==> src/rtl/npc_pkg.sv <==
// Shared NPC core types: architectural widths and the fetch-queue entry layout.
package npc_pkg;

    localparam int PC_W   = 64;
    localparam int INST_W = 32;

    typedef struct packed {
        logic [PC_W-1:0]   pc;
        logic [INST_W-1:0] inst;
        logic              misalign;
    } fq_entry_t;

endpackage

==> src/rtl/fetch_queue.sv <==
// Fetch-to-decode decoupling FIFO of {pc, inst, misalign} with single-cycle flush on redirect.
module fetch_queue #(
    parameter int DEPTH  = 4,
    parameter int PC_W   = npc_pkg::PC_W,
    parameter int INST_W = npc_pkg::INST_W
) (
    input  logic                   clk,
    input  logic                   reset,
    input  logic                   in_valid,
    output logic                   in_ready,
    input  logic [PC_W-1:0]        in_pc,
    input  logic [INST_W-1:0]      in_inst,
    output logic                   out_valid,
    input  logic                   out_ready,
    output logic [PC_W-1:0]        out_pc,
    output logic [INST_W-1:0]      out_inst,
    output logic                   out_misalign,
    input  logic                   flush,
    output logic [$clog2(DEPTH):0] count
);

    localparam int PTR_W = $clog2(DEPTH);
    localparam int CNT_W = PTR_W + 1;
    localparam logic [CNT_W-1:0] FULL_CNT = CNT_W'(DEPTH);

    // Widths follow the module parameters so the queue can be resized independently of npc_pkg.
    typedef struct packed {
        logic [PC_W-1:0]   pc;
        logic [INST_W-1:0] inst;
        logic              misalign;
    } entry_t;

    entry_t           mem_q [DEPTH];
    entry_t           mem_d [DEPTH];
    logic [PTR_W-1:0] wr_ptr_q, wr_ptr_d;
    logic [PTR_W-1:0] rd_ptr_q, rd_ptr_d;
    logic [CNT_W-1:0] count_q, count_d;
    logic             push;
    logic             pop;

    assign in_ready     = (count_q != FULL_CNT);
    assign out_valid    = (count_q != '0);
    assign out_pc       = mem_q[rd_ptr_q].pc;
    assign out_inst     = mem_q[rd_ptr_q].inst;
    assign out_misalign = mem_q[rd_ptr_q].misalign;
    assign count        = count_q;

    // in_ready comes from registered count only, so a pop never frees a slot in the same cycle.
    assign push = in_valid & in_ready & ~flush;
    assign pop  = out_valid & out_ready & ~flush;

    always_comb begin
        mem_d    = mem_q;
        wr_ptr_d = wr_ptr_q;
        rd_ptr_d = rd_ptr_q;
        count_d  = count_q;
        if (flush) begin
            wr_ptr_d = '0;
            rd_ptr_d = '0;
            count_d  = '0;
        end else begin
            if (push) begin
                mem_d[wr_ptr_q] = '{pc: in_pc, inst: in_inst, misalign: |in_pc[1:0]};
                wr_ptr_d        = wr_ptr_q + PTR_W'(1);
            end
            if (pop) begin
                rd_ptr_d = rd_ptr_q + PTR_W'(1);
            end
            if (push && !pop) begin
                count_d = count_q + CNT_W'(1);
            end else if (pop && !push) begin
                count_d = count_q - CNT_W'(1);
            end
        end
    end

    always_ff @(posedge clk or negedge reset) begin
        if (!reset) begin
            mem_q    <= '{default: '0};
            wr_ptr_q <= '0;
            rd_ptr_q <= '0;
            count_q  <= '0;
        end else begin
            mem_q    <= mem_d;
            wr_ptr_q <= wr_ptr_d;
            rd_ptr_q <= rd_ptr_d;
            count_q  <= count_d;
        end
    end

endmodule

==> config.mk <==
export PLATFORM = sky130hd
export DESIGN_NAME = fetch_queue
export DESIGN_NICKNAME = d
export VERILOG_FILES = /design/src/rtl/npc_pkg.sv /design/src/rtl/fetch_queue.sv
export SDC_FILE = /design/constraint.sdc
export NUM_CORES = 1
export LEC_CHECK = 0
export CORE_MARGIN = 2
export CORE_UTILIZATION = 52
export CTS_BUF_LIST = sky130_fd_sc_hd__clkbuf_8
export DETAILED_ROUTE_END_ITERATION = 7
export PLACE_DENSITY_LB_ADDON = 0.05
export SKIP_CTS_REPAIR_TIMING = 1
export SYNTH_ARGS = -nofsm -noshare
export SYNTH_HDL_FRONTEND = slang
export SYNTH_SLANG_ARGS = --single-unit
==> constraint.sdc <==
create_clock -name clk -period 2.6 [get_ports clk]
set_input_delay 0.52 -clock clk [delete_from_list [all_inputs] [get_ports clk]]
set_output_delay 0.52 -clock clk [all_outputs]
set_load 0.03 [all_outputs]
==> impl_metrics.ini, run 1 <==
[die]
initial_core_util_pct = 53.0
die_area_mm2 = 0.0348
core_area_mm2 = 0.0327
rows = 66
io_pins = 203
die_width_um = 187
die_h_um = 187

[drt]
drt_iter0_drc = 352
vias_per_cell = 5.57
wl_per_cell_um = 21.3
drtAntennaViolNets = 0
wl_um = 37600
via_count = 9811
firstDrtPassIters = 4
drc = 0

[sta]
period_share_pct = 104
setup_viol = 26
tightest_slew_ns = 0.533
rsz0062_at_grt = true
finalCriticalPeriod_ns = 2.69
setup_tns_ns = -1.15
slew_headroom_pct = 64.4
drv_slew = 0
finalHoldViolations = 0
max_clock_freq_ghz = 0.371
holdWs_ns = 0.484
setup_slack_ns = -0.0923
fin_skew_ns = 0.0164

[synthesis]
yosysSeqAreaShare_pct = 57.1
synth_nets = 1107
synth_cell_type_count = 37
synth-warning-count = 0
avgSynthCellArea_um2 = 17.3
ys_top_cells_by_area = dfrtp_1 (57%), mux2_2 (23%), mux4_2 (13%)
synth_area_leader_cell = dfrtp_1
synth_cells = 1001
syn_area_mm2 = 0.0173
ys_ff_latch = 395
synth_top_area_share_pct = 57.1

[place]
dp_cells = 1625
gp_congestion = 0.731
place_hpwl_um = 23500
portBuffers = 202
dpl_cell_area_mm2 = 0.0203

[clocking]
insertion_delay_ns = 0.58
clockRootBuffer = clkbuf_8
clkTransAtPathRegs_ns = 0.06
cts_buffers = 67
cts_buffer_depth = 3
cts_tree = built
cts_sinks = 395
h-tree-depth = 3

[global_routing]
grt_max_degree = 64
grt_pass1_wl_um = 59700
grt_pass1_vias = 10900
grt_util_met2_pct = 35.0
grt_usage_pct = 21.8
grtUsageMet1_pct = 29.7
grt.busiest_layer = met2
antenna_found_initial = 3
grt-ovfl-total = 0
use_met3_pct = 5.57

[worst_setup_path]
reg2reg_slack_ns = 0.31
cp-end-kind = output pin
required_ns = 2.08
cp.arrival_ns = 2.17
max_stage_delay_ns = 0.52
cp-start-kind = flop
crit_slowest_cell = dfrtp_4
crit_chain = buf_4 > clkbuf_16 > buf_16 > mux4_2 > buf_2
cp_max_fo = 6
crit_type = flop to output pin

[outcome]
status = finished, violations left
violations = negative setup slack

[layout]
syn_to_final_growth_pct = 26.8
design.final.nets = 1377
final_cells = 1762
antennaDiodeCount = 0
final_layout_size_suffix_gt1_share_pct = 57.0
stdcell_area_mm2 = 0.0220

[power_and_ir_drop]
p_per_area_mw_per_mm2 = 1300
p_leak_uw = 0.00983
ir_worst_vdd_mv = 0.798

[flow_run]
cap_viol_max_count = 0

[worst_hold_path]
hold_path_class = input pin to async pin
==> through the flow <==
step	setup WS [ns]	utilization, %	total power (µW)
3_3_place_gp	0.129	61.9	22400
5_1_grt	-0.157	67.2	30200
4_1_cts	-0.505	66.0	28200
6_report	-0.0923	67.2	28600
2_1_floorplan	0.312	-	18100
3_5_place_dp	0.114	61.9	22700
==> final timing paths <==
check,start,end,cells after the start
setup / recovery,rd_ptr_q[0],out_pc[12],5
hold / removal,reset,mem_q[180],2
setup reg to reg,count[1],count[2],7
hold reg to reg,mem_q[91],mem_q[91],1
max in group asynchronous,reset,mem_q[206],4
min in group clk,mem_q[91],mem_q[91],1
==> cells in the mapped netlist (all sizes together) <==
| master | count |
|---|---|
| dfrtp | 395 |
| mux2 | 389 |
| mux4 | 97 |
| buf | 61 |
| clkbuf | 8 |
| inv | 8 |
| nor2 | 7 |
| nand3 | 5 |
| ha | 4 |
| o21ai | 3 |
| a21oi | 2 |
| and3 | 2 |
| o31ai | 2 |
| xor2 | 2 |
| a211o | 1 |
| a211oi | 1 |
| a21o | 1 |
| a311oi | 1 |
| a31o | 1 |
| and3b | 1 |
| fa | 1 |
| mux2i | 1 |
| nor2b | 1 |
| nor3b | 1 |
| o211a | 1 |
| o211ai | 1 |
| o21a | 1 |
| o311ai | 1 |
| or2 | 1 |
| or3 | 1 |
==> cells by family after synthesis <==
kind of cell,Yosys count,share of synthesized area (%)
multiplexers,487,38.6
flip-flops,395,57.1
buffers and inverters,77,2.40
AND/OR/NAND/NOR,19,0.751
AO/OA/AOI/OAI,16,0.665
adder cells (fa/ha/maj),5,0.405
XOR/XNOR,2,0.101
==> layout make-up <==
type / instances / area, µm²
clock buffers: 84 / 1160
repair buffers: 270 / 3110
inverters: 8 / 30.0
multi-input cells: 529 / 7040
clock inverters: 34 / 176
well taps: 442 / 553
fillers: 2330 / 10700
flip-flops and latches: 395 / 9890
==> power by group <==
| part | internal, µW | switching [µW] | total, µW |
|---|---|---|---|
| Sequential | 8840 | 1360 | 10200 |
| Clock | 3010 | 2410 | 5420 |
| Combinational | 7110 | 5900 | 13000 |
| Total | 19000 | 9670 | 28600 |
==> cell usage in the layout (no fill, tap or decap), types with 2 or more instances in the layout <==
master	instances
buf_4	27
clkbuf_8	84
buf_2	21
xor2_1	2
dlymetal6s2s_1	2
inv_1	34
buf_12	27
inv_6	2
buf_16	4
nand3_4	3
mux4_2	97
o21ai_0	3
nor2_1	7
clkinvlp_4	3
buf_6	76
clkdlybuf4s50_1	102
dfrtp_1	393
clkbuf_16	9
o31ai_1	2
mux2_4	30
dfrtp_4	2
ha_1	4
nand3_1	2
mux2_2	359
a21oi_1	2
==> worst max-delay path: cells and delay by family, from the launching register on <==
kind / cells / cell delay [ns]
buf+inv: 4 / 0.65
flops: 1 / 0.52
mux: 1 / 0.44
==> sequential cells by signal, indices dropped and copies added (netlist names) <==
signal,flops
mem_q,388
rd_ptr_q,2
wr_ptr_q,2
count,3
==> routing by layer <==
layer / vias up / part of all wire [%]
met2: 215 / 49
li1: 4294 / -
met3: 54 / 5.0
met4: 4 / 1.7
met5: - / 0.096
met1: 5244 / 44
No activity file was read; power rests on OpenSTA's default activity.
==> run 2: changes to the inputs <==
--- a/config.mk
+++ b/config.mk
@@ -8,8 +8,9 @@
 export CORE_MARGIN = 2
 export CORE_UTILIZATION = 52
 export CTS_BUF_LIST = sky130_fd_sc_hd__clkbuf_8
+export CTS_CLUSTER_SIZE = 30
 export DETAILED_ROUTE_END_ITERATION = 7
-export PLACE_DENSITY_LB_ADDON = 0.05
+export PLACE_DENSITY = 0.75
 export SKIP_CTS_REPAIR_TIMING = 1
 export SYNTH_ARGS = -nofsm -noshare
 export SYNTH_HDL_FRONTEND = slang
==> run 2 against run 1 <==
  * The run still ends with negative setup slack left
  * Core utilization unchanged
  * Fmax shrank 0.91%
  * Final cell count down 0.11%
  * Critical path depth unchanged
  * First-iteration DRC count decreased by 5.1%
  * Design area is the same
  * Register-to-register slack improved by 0.06 ns
  * Combinational power about the same
  * Worst setup slack worse by 0.025 ns
  * Largest cell class unchanged
==> impl_metrics.ini, run 2 (synthesis results as in run 1) <==
[clocking]
cts_buffer_depth = 3
insertion_delay_ns = 0.60
clockRootBuffer = clkbuf_8
clkTransAtPathRegs_ns = 0.06
h-tree-depth = 3
cts_tree = built
cts_buffers = 67
cts_sinks = 395

[layout]
nFillCells = 2260
largest_reg_flops = 388
final_cells = 1760
layout_commonest_cell = dfrtp_1
final_layout_size_suffix_gt1_share_pct = 57.3
largest-register = mem_q
syn_to_final_growth_pct = 26.8
stdcell_area_mm2 = 0.0220
design.final.nets = 1377
most-common-layout-cells = dfrtp_1 (392), mux2_2 (359), clkdlybuf4s50_1 (102), mux4_2 (97), buf_6 (89)

[sta]
setup_viol = 80
fin_skew_ns = 0.0318
drv_slew = 0
rsz0062_at_grt = true
holdWs_ns = 0.482
setup_slack_ns = -0.117
max_clock_freq_ghz = 0.368
finalHoldViolations = 0
period_share_pct = 105
finalCriticalPeriod_ns = 2.72
slew_headroom_pct = 61.2
tightest_slew_ns = 0.581

[place]
place_hpwl_um = 22700
dpl_cell_area_mm2 = 0.0201
portBuffers = 202
gp_congestion = 0.745
dp_cells = 1620

[global_routing]
grt_max_degree = 67
grt-ovfl-total = 0
antenna_found_initial = 0
grt_pass1_wl_um = 59500
grt_pass1_vias = 10800
grt_usage_pct = 21.7

[die]
initial_core_util_pct = 53.0
die_width_um = 187
core_area_mm2 = 0.0327
die_h_um = 187
io_pins = 203
rows = 66
die_area_mm2 = 0.0348

[worst_setup_path]
startpoint = rd_ptr_q[0]
r2r-start = count[1]
cpMostUsedCell = buf_6
worstReg2RegEnd = count[2]
crit_slowest_cell = dfrtp_4
cp-start-kind = flop
r2r_cells = 7
crit_chain = buf_6 > buf_12 > clkbuf_16 > mux4_2 > buf_6
required_ns = 2.08
cp.arrival_ns = 2.20
cp-end-kind = output pin
crit_type = flop to output pin
reg2reg_slack_ns = 0.37
cp_max_fo = 7
max_stage_delay_ns = 0.49

[drt]
drtAntennaViolNets = 0
drc = 0
via_count = 9790
wl_per_cell_um = 21.6
drt_iter0_drc = 334
firstDrtPassIters = 4
vias_per_cell = 5.56
wl_um = 38000

[flow_run]
cap_viol_max_count = 0

[power_and_ir_drop]
ir_worst_vdd_mv = 0.785
p_leak_uw = 0.00982
p_per_area_mw_per_mm2 = 1310
total_power_uw = 28800

[worst_hold_path]
hold_path_class = input pin to async pin

[outcome]
status = finished, violations left
violations = negative setup slack
## run 2: layout make-up
| class | count | area, µm² | area share [%] |
|---|---|---|---|
| Antenna cell | 1 | 2.50 | 0.0114 |
| Clock buffer | 83 | 1140 | 5.20 |
| Clock inverter | 32 | 148 | 0.672 |
| Inverter | 8 | 30.0 | 0.137 |
| Multi-Input combinational cell | 529 | 7040 | 32.1 |
| Sequential cell | 395 | 9890 | 45.0 |
| Tap cell | 442 | 553 | 2.52 |
| Timing Repair Buffer | 270 | 3150 | 14.3 |
## run 2: stage by stage
| stage | setup slack, ns | TNS, ns | util, % |
|---|---|---|---|
| after detailed placement | 0.0824 | 0 | 61.6 |
| final | -0.117 | -4.64 | 67.2 |
| after global routing | -0.189 | -12.09 | 67.1 |
| after CTS | -0.613 | -53.14 | 65.6 |
| after global placement | 0.0968 | 0 | 61.6 |
| after floorplan | 0.312 | 0 | - |
## run 2: worst max-delay path by stage
stage / cells past startpoint / end / slack [ns]
after CTS: 3 / out_inst[22] / -0.61
final: 5 / out_pc[21] / -0.12
after global routing: 5 / out_pc[21] / -0.19
after floorplan: 8 / count[2] / 0.31
after global placement: 3 / out_inst[26] / 0.1
after detailed placement: 3 / out_inst[22] / 0.08
## run 2: power by group
group          internal, µW  switching [µW]  total (µW)
combinational          7270            6060       13300
sequential             8840            1330       10200
clock                  2880            2440        5320
## run 2: metal layers
| metal | up-vias | wire length [µm] | GRT usage, % |
|---|---|---|---|
| li1 | 4308 | - | - |
| met1 | 5191 | 16500 | 28.9 |
| met2 | 232 | 18500 | 34.6 |
| met3 | 59 | 2300 | 6.51 |
| met4 | 0 | 736 | 6.56 |
| met5 | - | 0 | 0 |
## run 2: worst max-delay path: cells and delay by family, from the launching register on
kind / cells / cell delay (ns)
buffers and inverters: 4 / 0.62
muxes: 1 / 0.47
DFF: 1 / 0.49
